--- config.mk ---
export PLATFORM = sky130hd
export DESIGN_NAME = width_down_converter
export DESIGN_NICKNAME = d
export VERILOG_FILES = /design/src/rtl/width_down_converter.sv
export SDC_FILE = /design/constraint.sdc
export NUM_CORES = 1
export LEC_CHECK = 0
export CAP_MARGIN = 25
export CORE_ASPECT_RATIO = 1.2
export CORE_MARGIN = 1.5
export CORE_UTILIZATION = 25
export DETAILED_ROUTE_END_ITERATION = 6
export GPL_ROUTABILITY_DRIVEN = 0
export SETUP_SLACK_MARGIN = 0.05
export SYNTH_ARGS = -nofsm -noshare
export SYNTH_HDL_FRONTEND = slang
export SYNTH_SLANG_ARGS = --single-unit
export TNS_END_PERCENT = 1
--- constraint.sdc ---
create_clock -name clk -period 2.9 [get_ports clk]
set_input_delay 0.58 -clock clk [delete_from_list [all_inputs] [get_ports clk]]
set_output_delay 0.58 -clock clk [all_outputs]
set_load 0.1 [all_outputs]
--- src/rtl/width_down_converter.sv ---
// Single-clock DIN_W -> DOUT_W width down-converter with FWFT word buffer.
// Optional error counters: define WCONV_ERR_CNT_EN to add ovf_cnt/udf_cnt.
module width_down_converter #(
    parameter int DIN_W     = 16,
    parameter int DOUT_W    = 8,
    parameter int DEPTH     = 16,
    parameter bit MSB_FIRST = 1'b1
) (
    input  logic                       clk,
    input  logic                       rst,
    input  logic                       wr_en,
    input  logic [DIN_W-1:0]           din,
    output logic                       full,
    input  logic                       rd_en,
    output logic [DOUT_W-1:0]          dout,
    output logic                       empty,
`ifdef WCONV_ERR_CNT_EN
    output logic [15:0]                ovf_cnt,
    output logic [15:0]                udf_cnt,
`endif
    output logic [$clog2(DEPTH):0]     level
);

    localparam int RATIO = DIN_W / DOUT_W;
    localparam int AW    = $clog2(DEPTH);
    localparam int CW    = AW + 1;
    localparam int BW    = (RATIO > 1) ? $clog2(RATIO) : 1;

    if ((DIN_W % DOUT_W) != 0) begin : g_bad_ratio
        $error("DIN_W must be an integer multiple of DOUT_W");
    end
    if ((DEPTH < 2) || ((DEPTH & (DEPTH - 1)) != 0)) begin : g_bad_depth
        $error("DEPTH must be a power of 2 and at least 2");
    end

    logic [DIN_W-1:0] mem_q [DEPTH];

    logic [AW-1:0] wr_ptr_q, wr_ptr_d;
    logic [AW-1:0] rd_ptr_q, rd_ptr_d;
    logic [CW-1:0] count_q, count_d;
    logic [BW-1:0] beat_q, beat_d;

    logic wr_acc;
    logic rd_acc;
    logic last_beat;
    logic pop;

    assign full  = (count_q == CW'(DEPTH));
    assign empty = (count_q == '0);
    assign level = count_q;

    assign wr_acc    = wr_en && !full;
    assign rd_acc    = rd_en && !empty;
    assign last_beat = (beat_q == BW'(RATIO - 1));
    assign pop       = rd_acc && last_beat;

    always_ff @(posedge clk) begin
        if (wr_acc) begin
            mem_q[wr_ptr_q] <= din;
        end
    end

    always_comb begin
        wr_ptr_d = wr_ptr_q;
        rd_ptr_d = rd_ptr_q;
        beat_d   = beat_q;
        if (wr_acc) begin
            wr_ptr_d = wr_ptr_q + AW'(1);
        end
        if (rd_acc) begin
            beat_d = last_beat ? '0 : beat_q + BW'(1);
        end
        if (pop) begin
            rd_ptr_d = rd_ptr_q + AW'(1);
        end
    end

    // A write and a pop on the same edge leave the word count unchanged.
    always_comb begin
        count_d = count_q;
        unique case ({wr_acc, pop})
            2'b10:   count_d = count_q + CW'(1);
            2'b01:   count_d = count_q - CW'(1);
            default: count_d = count_q;
        endcase
    end

    always_ff @(posedge clk) begin
        if (rst) begin
            wr_ptr_q <= '0;
            rd_ptr_q <= '0;
            count_q  <= '0;
            beat_q   <= '0;
        end else begin
            wr_ptr_q <= wr_ptr_d;
            rd_ptr_q <= rd_ptr_d;
            count_q  <= count_d;
            beat_q   <= beat_d;
        end
    end

    logic [DIN_W-1:0]  head;
    logic [DOUT_W-1:0] lanes [RATIO];
    logic [BW-1:0]     lane_sel;

    assign head = mem_q[rd_ptr_q];

    for (genvar i = 0; i < RATIO; i++) begin : g_lane
        assign lanes[i] = head[i*DOUT_W +: DOUT_W];
    end

    always_comb begin
        if (MSB_FIRST) begin
            lane_sel = BW'(RATIO - 1) - beat_q;
        end else begin
            lane_sel = beat_q;
        end
    end

    assign dout = lanes[lane_sel];

`ifdef WCONV_ERR_CNT_EN
    logic [15:0] ovf_q, ovf_d;
    logic [15:0] udf_q, udf_d;

    always_comb begin
        ovf_d = ovf_q;
        udf_d = udf_q;
        if (wr_en && full && (ovf_q != 16'hFFFF)) begin
            ovf_d = ovf_q + 16'd1;
        end
        if (rd_en && empty && (udf_q != 16'hFFFF)) begin
            udf_d = udf_q + 16'd1;
        end
    end

    always_ff @(posedge clk) begin
        if (rst) begin
            ovf_q <= '0;
            udf_q <= '0;
        end else begin
            ovf_q <= ovf_d;
            udf_q <= udf_d;
        end
    end

    assign ovf_cnt = ovf_q;
    assign udf_cnt = udf_q;
`endif

endmodule

==> out/results.ini, run 1 <==
[setup_path]
worst_setup_path_end_kind = output port
r2r_setup_slack_ns = 0.16
critPathMaxFanout = 8
reg2reg_from = level[3]
criticalPathCategory = reg -> out
rr_endpoint = level[4]
reg2reg_depth = 9
worstPathArrival_ns = 2.34
start_kind = flop
crit_required_ns = 2.32

[detailed_routing]
viasPerCell = 4.48
dr.pass1.iters = 4
drc = 0
drt-initial-drc-count = 440
wl_per_cell_um = 19.9
ant_nets = 0
wl_um = 23300
vias = 5249

[grt]
grt.overflow.total = 0
grt_pass1_vias = 5650
grt_max_degree = 50
antenna_found_initial = 0
grt_usage_pct = 10.8
grt_pass1_wl_um = 35800

[cts]
cts_sinks = 274
root_buffer = clkbuf_16
cts_hold_buf = 0
clock_path_buffers = 3
cts_buffers = 27
clk_pin_slew_worst_paths_ns = 0.06
clk_latency_ns = 0.54
htreeDepth = 1
tritoncts = yes

[sta]
hold_violations = 0
max_slew_margin_pct = 61.9
setup_ws_ns = -0.0219
finalSetupViolCount = 2
rsz0062_at_grt = true
max_freq_mhz = 342
report.final.slew_viol_count = 0
worst_pin_slew_ns = 0.569
fin_hold_ws_ns = 0.520
fin_crit_ns = 2.92
clock_skew_ns = 0.0212
post-route-period-util_pct = 101

[worst_hold_path]
hp-class = reg -> reg
worstHoldStart = rd_ptr_q[3]
whs_path_depth = 2
min_to = rd_ptr_q[3]

[synth]
yosysSeqAreaShare_pct = 75.7
ys_ff_latch = 274
syn_area_um2 = 10600
syn_inst = 517
syn_nets = 545
ys_warn_count = 0
synth_ff_type = edfxtp_1
yosys.cell_types.count = 41
avgSynthCellArea_um2 = 20.6
synth-edff-count = 256
async_flop_share_pct = 0

[cells_and_area]
drive_gt1_share_pct = 37.0
fin_cells = 1171
nFillCells = 4004
diodes = 0
area_growth_pct = 25.6
utilization_pct = 31.9
final_nets = 634

[power_and_ir_drop]
seq_power_share_pct = 50.3
p_leak_nw = 4.13
switchingPower_mw = 2.03
internal_power_mw = 6.73
switching_share_pct = 23.2
max-vdd-ir-drop_uv = 352
power.density_nw_per_um2 = 656
pwr-share-comb_pct = 10.9
pwr-share-clk_pct = 38.7

[die]
core-area_um2 = 41900
rows = 82
dieArea_um2 = 43800
die-height_um = 229
ioPinCount = 35
die_x_um = 191
initial_utilization_pct = 25.4

[placement]
place_ws_ns = 0.155
port_buffers = 34
dp_hpwl_um = 14300
dp.cells = 1117

[outcome]
outcome = finished with violations
violations = negative setup slack

[run]
maxCapViolCount = 0

synth_stat cells (all sizes together) (3+ instances only):
master	instances	area share [%]
a21oi	4	0.19
buf	20	1.3
clkbuf	8	0.29
dfxtp	18	3.4
edfxtp	256	72
ha	8	0.94
inv	6	0.21
mux2i	4	0.38
mux4	64	14
nand2	5	0.18
nand3	3	0.14
nand3b	6	0.42
nor2	31	1.1
nor3	7	0.33
nor4	8	0.47
o211ai	3	0.39
o21ai	3	0.14
o22ai	32	1.9
or3b	4	0.33
xor2	7	0.58
stage by stage:
step                instance area [um^2]  setup TNS [ns]  power, mW
floorplan                          10700           -7.33       5.03
global placement                   12200               0       5.39
detailed placement                 12200               0       5.40
CTS                                13300          -0.331       8.84
global route                       13300          -0.550       9.03
finish                             13300         -0.0277       8.75
worst max-delay path, cell delays in order, from the launching register on:
cell	delay (ns)
dfxtp_4	0.43
buf_12	0.14
buf_12	0.14
buf_12	0.11
mux4_2	0.52
o22ai_4	0.21
nor4_4	0.07
buf_12	0.18
flip-flops by register name, summed over array words and instances (netlist names), named ones only:
register and flops:
mem_q 256, rd_ptr_q 4, beat_q 1, wr_ptr_q 4, level 5
power by group through the flow:
| stage | Combinational (mW) | Sequential (mW) | Clock, mW |
|---|---|---|---|
| 2_1_floorplan | 0.511 | 4.52 | 0 |
| 3_3_place_gp | 0.894 | 4.49 | 0 |
| 6_report | 0.958 | 4.41 | 3.39 |
| 3_5_place_dp | 0.900 | 4.50 | 0 |
| 4_1_cts | 0.964 | 4.41 | 3.47 |
| 5_1_grt | 1.01 | 4.41 | 3.61 |
placed cells by master (no fill, tap or decap), types with 3 or more instances in the layout:
cell             Yosys  final
edfxtp_1           256    256
mux4_2              64     64
buf_4                3     47
clkbuf_16            0     27
o22ai_2              0     22
nor2_1              31     19
clkdlybuf4s50_1      0     19
buf_12               0     18
dfxtp_1             18     15
nor2_2               0     12
ha_1                 8      8
o22ai_1             32      7
xor2_1               7      7
inv_1                6      6
nand3b_1             6      6
clkbuf_1             7      6
clkinv_1             0      6
nor4_4               0      5
nand2_1              5      4
a21oi_1              4      4
mux2i_1              4      4
nand3_1              3      3
o22ai_4              0      3
nor4_2               0      3
nor3_4               0      3
nor3_1               7      3
clkinv_2             0      3
bufinv_16            0      3
worst max-delay path by stage:
stage	start	endpoint	slack, ns	depth (start not counted)
detailed placement	wr_en	level[4]	0.15	9
finish	flop	dout[0]	-0.02	7
global route	flop	dout[0]	-0.12	7
global placement	wr_en	level[4]	0.21	9
CTS	flop	dout[0]	-0.08	7
floorplan	flop	dout[2]	-0.45	5
cell families (layout without fill, tap and decap cells):
group,count (synthesis),in the layout,synth area share [%]
flip-flops,274,274,75.7
adder cells (fa/ha/maj),8,8,0.942
XOR/XNOR,8,8,0.659
multiplexers,69,69,14.0
buffers and inverters,34,142,1.77
AO/OA/AOI/OAI,51,51,3.33
AND/OR/NAND/NOR,73,73,3.55
final cells by class:
class / count / area, um^2 / area share [%]
repair buffers: 88 / 990 / 7.41
well taps: 546 / 683 / 5.12
clock inverters: 15 / 153 / 1.14
flip-flops and latches: 274 / 8050 / 60.3
multi-input cells: 209 / 2750 / 20.6
inverters: 6 / 22.5 / 0.169
clock buffers: 33 / 698 / 5.23
per-layer routing:
| metal | wire (um) | vias to the layer above | track usage (%) |
|---|---|---|---|
| met5 | 0 | - | 0 |
| met4 | 329 | 0 | 2.69 |
| met3 | 1470 | 21 | 1.87 |
| met2 | 11800 | 141 | 18.5 |
| met1 | 9650 | 2752 | 14.1 |
| li1 | - | 2335 | - |
repair_timing:
action	in CTS	in global routing
pin swaps	5	2
hold endpoints to repair	0	0
resized for setup	30	10
setup buffers	6	0
cloned	1	0
setup endpoints to repair	8	10
No activity file was read; power rests on OpenSTA's default activity.
==> run 2: changes to the inputs <==
--- a/config.mk
+++ b/config.mk
@@ -9,9 +9,11 @@
 export CORE_ASPECT_RATIO = 1.2
 export CORE_MARGIN = 1.5
 export CORE_UTILIZATION = 25
+export CTS_CLUSTER_DIAMETER = 40
 export DETAILED_ROUTE_END_ITERATION = 6
 export GPL_ROUTABILITY_DRIVEN = 0
 export SETUP_SLACK_MARGIN = 0.05
+export SKIP_CTS_REPAIR_TIMING = 1
 export SYNTH_ARGS = -nofsm -noshare
 export SYNTH_HDL_FRONTEND = slang
 export SYNTH_SLANG_ARGS = --single-unit
==> run 2 against run 1 <==
Net effect:
- the run still ends with negative setup slack left
- sequential cell count is the same
- global-route usage down 0.12 points
- fmax up 0.18%
- critical path depth unchanged
- register-to-register slack is essentially flat
- total power up 4.2%
- worst setup slack improved by 0.0053 ns
- critical path type unchanged
- critical endpoint is now dout[5]
==> out/results.ini, run 2 (same netlist as run 1, synthesis figures left out) <==
[outcome]
outcome = finished with violations  ; unchanged
violations = negative setup slack  ; unchanged

[grt]
antenna_found_initial = 0  ; unchanged
grt_max_degree = 50  ; unchanged
grt_pass1_wl_um = 35400  ; was 35800 um
grt.overflow.total = 0  ; unchanged
grt_usage_pct = 10.7  ; was 10.8%
grt_pass1_vias = 5569  ; was 5650

[cts]
htreeDepth = 1  ; unchanged
root_buffer = clkbuf_16  ; unchanged
cts_sinks = 274  ; unchanged
clk_latency_ns = 0.55  ; was 0.54 ns
clk_pin_slew_worst_paths_ns = 0.06  ; about the same
cts_buffers = 31  ; was 27
clock_path_buffers = 3  ; unchanged
tritoncts = yes  ; unchanged

[die]
core-area_um2 = 41900  ; unchanged
ioPinCount = 35  ; unchanged
initial_utilization_pct = 25.4  ; unchanged
die-height_um = 229  ; unchanged
dieArea_um2 = 43800  ; unchanged
die_x_um = 191  ; unchanged
rows = 82  ; unchanged

[detailed_routing]
wl_um = 23600  ; was 23300 um
drc = 0  ; unchanged
wl_per_cell_um = 20.0  ; was 19.9 um
vias = 5362  ; was 5249
ant_nets = 0  ; unchanged
drt-initial-drc-count = 389  ; was 440
dr.pass1.iters = 4  ; unchanged
viasPerCell = 4.53  ; was 4.48

[sta]
max_freq_mhz = 343  ; was 342 MHz
hold_violations = 0  ; unchanged
post-route-period-util_pct = 101  ; about the same
finalSetupViolCount = 1  ; was 2
clock_skew_ns = 0.0199  ; was 0.0212 ns
fin_crit_ns = 2.92  ; about the same
rsz0062_at_grt = true  ; unchanged
report.final.slew_viol_count = 0  ; unchanged
setup_ws_ns = -0.0166  ; was -0.0219 ns
worst_pin_slew_ns = 0.610  ; was 0.569 ns
tns_ns = -0.0166  ; was -0.0277 ns
max_slew_margin_pct = 59.2  ; was 61.9%

[cells_and_area]
final_nets = 644  ; was 634
area_growth_pct = 28.4  ; was 25.6%
top_register = mem_q  ; unchanged
largest_reg_flops = 256  ; unchanged
diodes = 0  ; unchanged
final_cell_mix = edfxtp_1, mux4_2, buf_4, clkbuf_16, o22ai_2  ; unchanged
layout_commonest_cell = edfxtp_1  ; unchanged
drive_gt1_share_pct = 39.8  ; was 37.0%

[run]
maxCapViolCount = 0  ; unchanged

[setup_path]
worst_setup_path_end_kind = output port  ; unchanged
criticalPathCategory = reg -> out  ; unchanged
worstPathArrival_ns = 2.34  ; about the same
crit_required_ns = 2.32  ; about the same
r2r_setup_slack_ns = 0.16  ; about the same
critPathMaxFanout = 5  ; was 8
start_kind = flop  ; unchanged

[worst_hold_path]
hp-class = reg -> reg  ; unchanged

[power_and_ir_drop]
pwr-share-clk_pct = 40.8  ; was 38.7%
internal_power_mw = 6.92  ; was 6.73 mW
switching_share_pct = 24.1  ; was 23.2%
p_leak_nw = 4.23  ; was 4.13 nW
power.density_nw_per_um2 = 669  ; was 656 nW/um^2
max-vdd-ir-drop_uv = 374  ; was 352 uV
pwr-share-comb_pct = 10.9  ; about the same
power.total_mw = 9.12  ; was 8.75 mW
switchingPower_mw = 2.20  ; was 2.03 mW
seq_power_share_pct = 48.3  ; was 50.3%

[placement]
port_buffers = 34  ; unchanged
dp_hpwl_um = 14300  ; unchanged

[run 2: cell types whose count changed in the layout (fill, tap and decap cells not counted), moves of 3 or more]
cell        previous run  this run
clkinv_1               6         3
o22ai_1                7         3
nor4_4                 5         8
o22ai_4                3         9
buf_6                  1         4
clkinvlp_4             1         5
nor4_2                 3         0
clkbuf_16             27        33
[run 2: final timing paths]
path | depth (start not counted) | to | start
worst min-delay path | 2 | rd_ptr_q[3] | rd_ptr_q[3]
worst min register to register | 2 | rd_ptr_q[3] | rd_ptr_q[3]
worst max-delay path | 7 | dout[5] | flop
worst max register to register | 9 | level[4] | level[3]
[run 2: power by group through the flow]
stage	clock (mW)	combinational [mW]	sequential [mW]
floorplan	0	0.511	4.52
global placement	0	0.894	4.49
detailed placement	0	0.900	4.50
CTS	3.79	0.902	4.41
global route	3.95	1.04	4.41
finish	3.72	0.993	4.41
[run 2: cell type report]
type / count / area (um^2)
Clock buffer: 35 / 791
Inverter: 6 / 22.5
Clock inverter: 20 / 191
Sequential cell: 274 / 8060
Fill cell: 3984 / 28200
Timing Repair Buffer: 94 / 1050
Multi-Input combinational cell: 209 / 2850
Tap cell: 546 / 683
[run 2: metrics by stage]
stage	setup WS (ns)	util [%]	instances	hold WS (ns)	area, um^2
floorplan	-0.454	-	517	0.482	10700
global placement	0.207	29.0	1117	0.496	12200
detailed placement	0.155	29.0	1117	0.508	12200
CTS	-0.325	31.4	1172	0.517	13100
global route	-0.0765	32.6	1184	0.547	13600
finish	-0.0166	32.6	1184	0.519	13600
[run 2: layer usage]
metal,global-route usage [%],up-vias,routed length [um]
li1,-,2355,-
met1,14.0,2836,9980
met2,18.4,137,12100
met3,1.72,34,1140
met4,2.61,0,405
met5,0,-,0
[run 2: critical path, cell delays in order (launching register included)]
cell     delay (ns)
dfxtp_4        0.38
buf_12         0.14
buf_8          0.12
buf_12         0.12
mux4_2         0.36
o22ai_4        0.09
nor4_4         0.35
buf_12         0.22
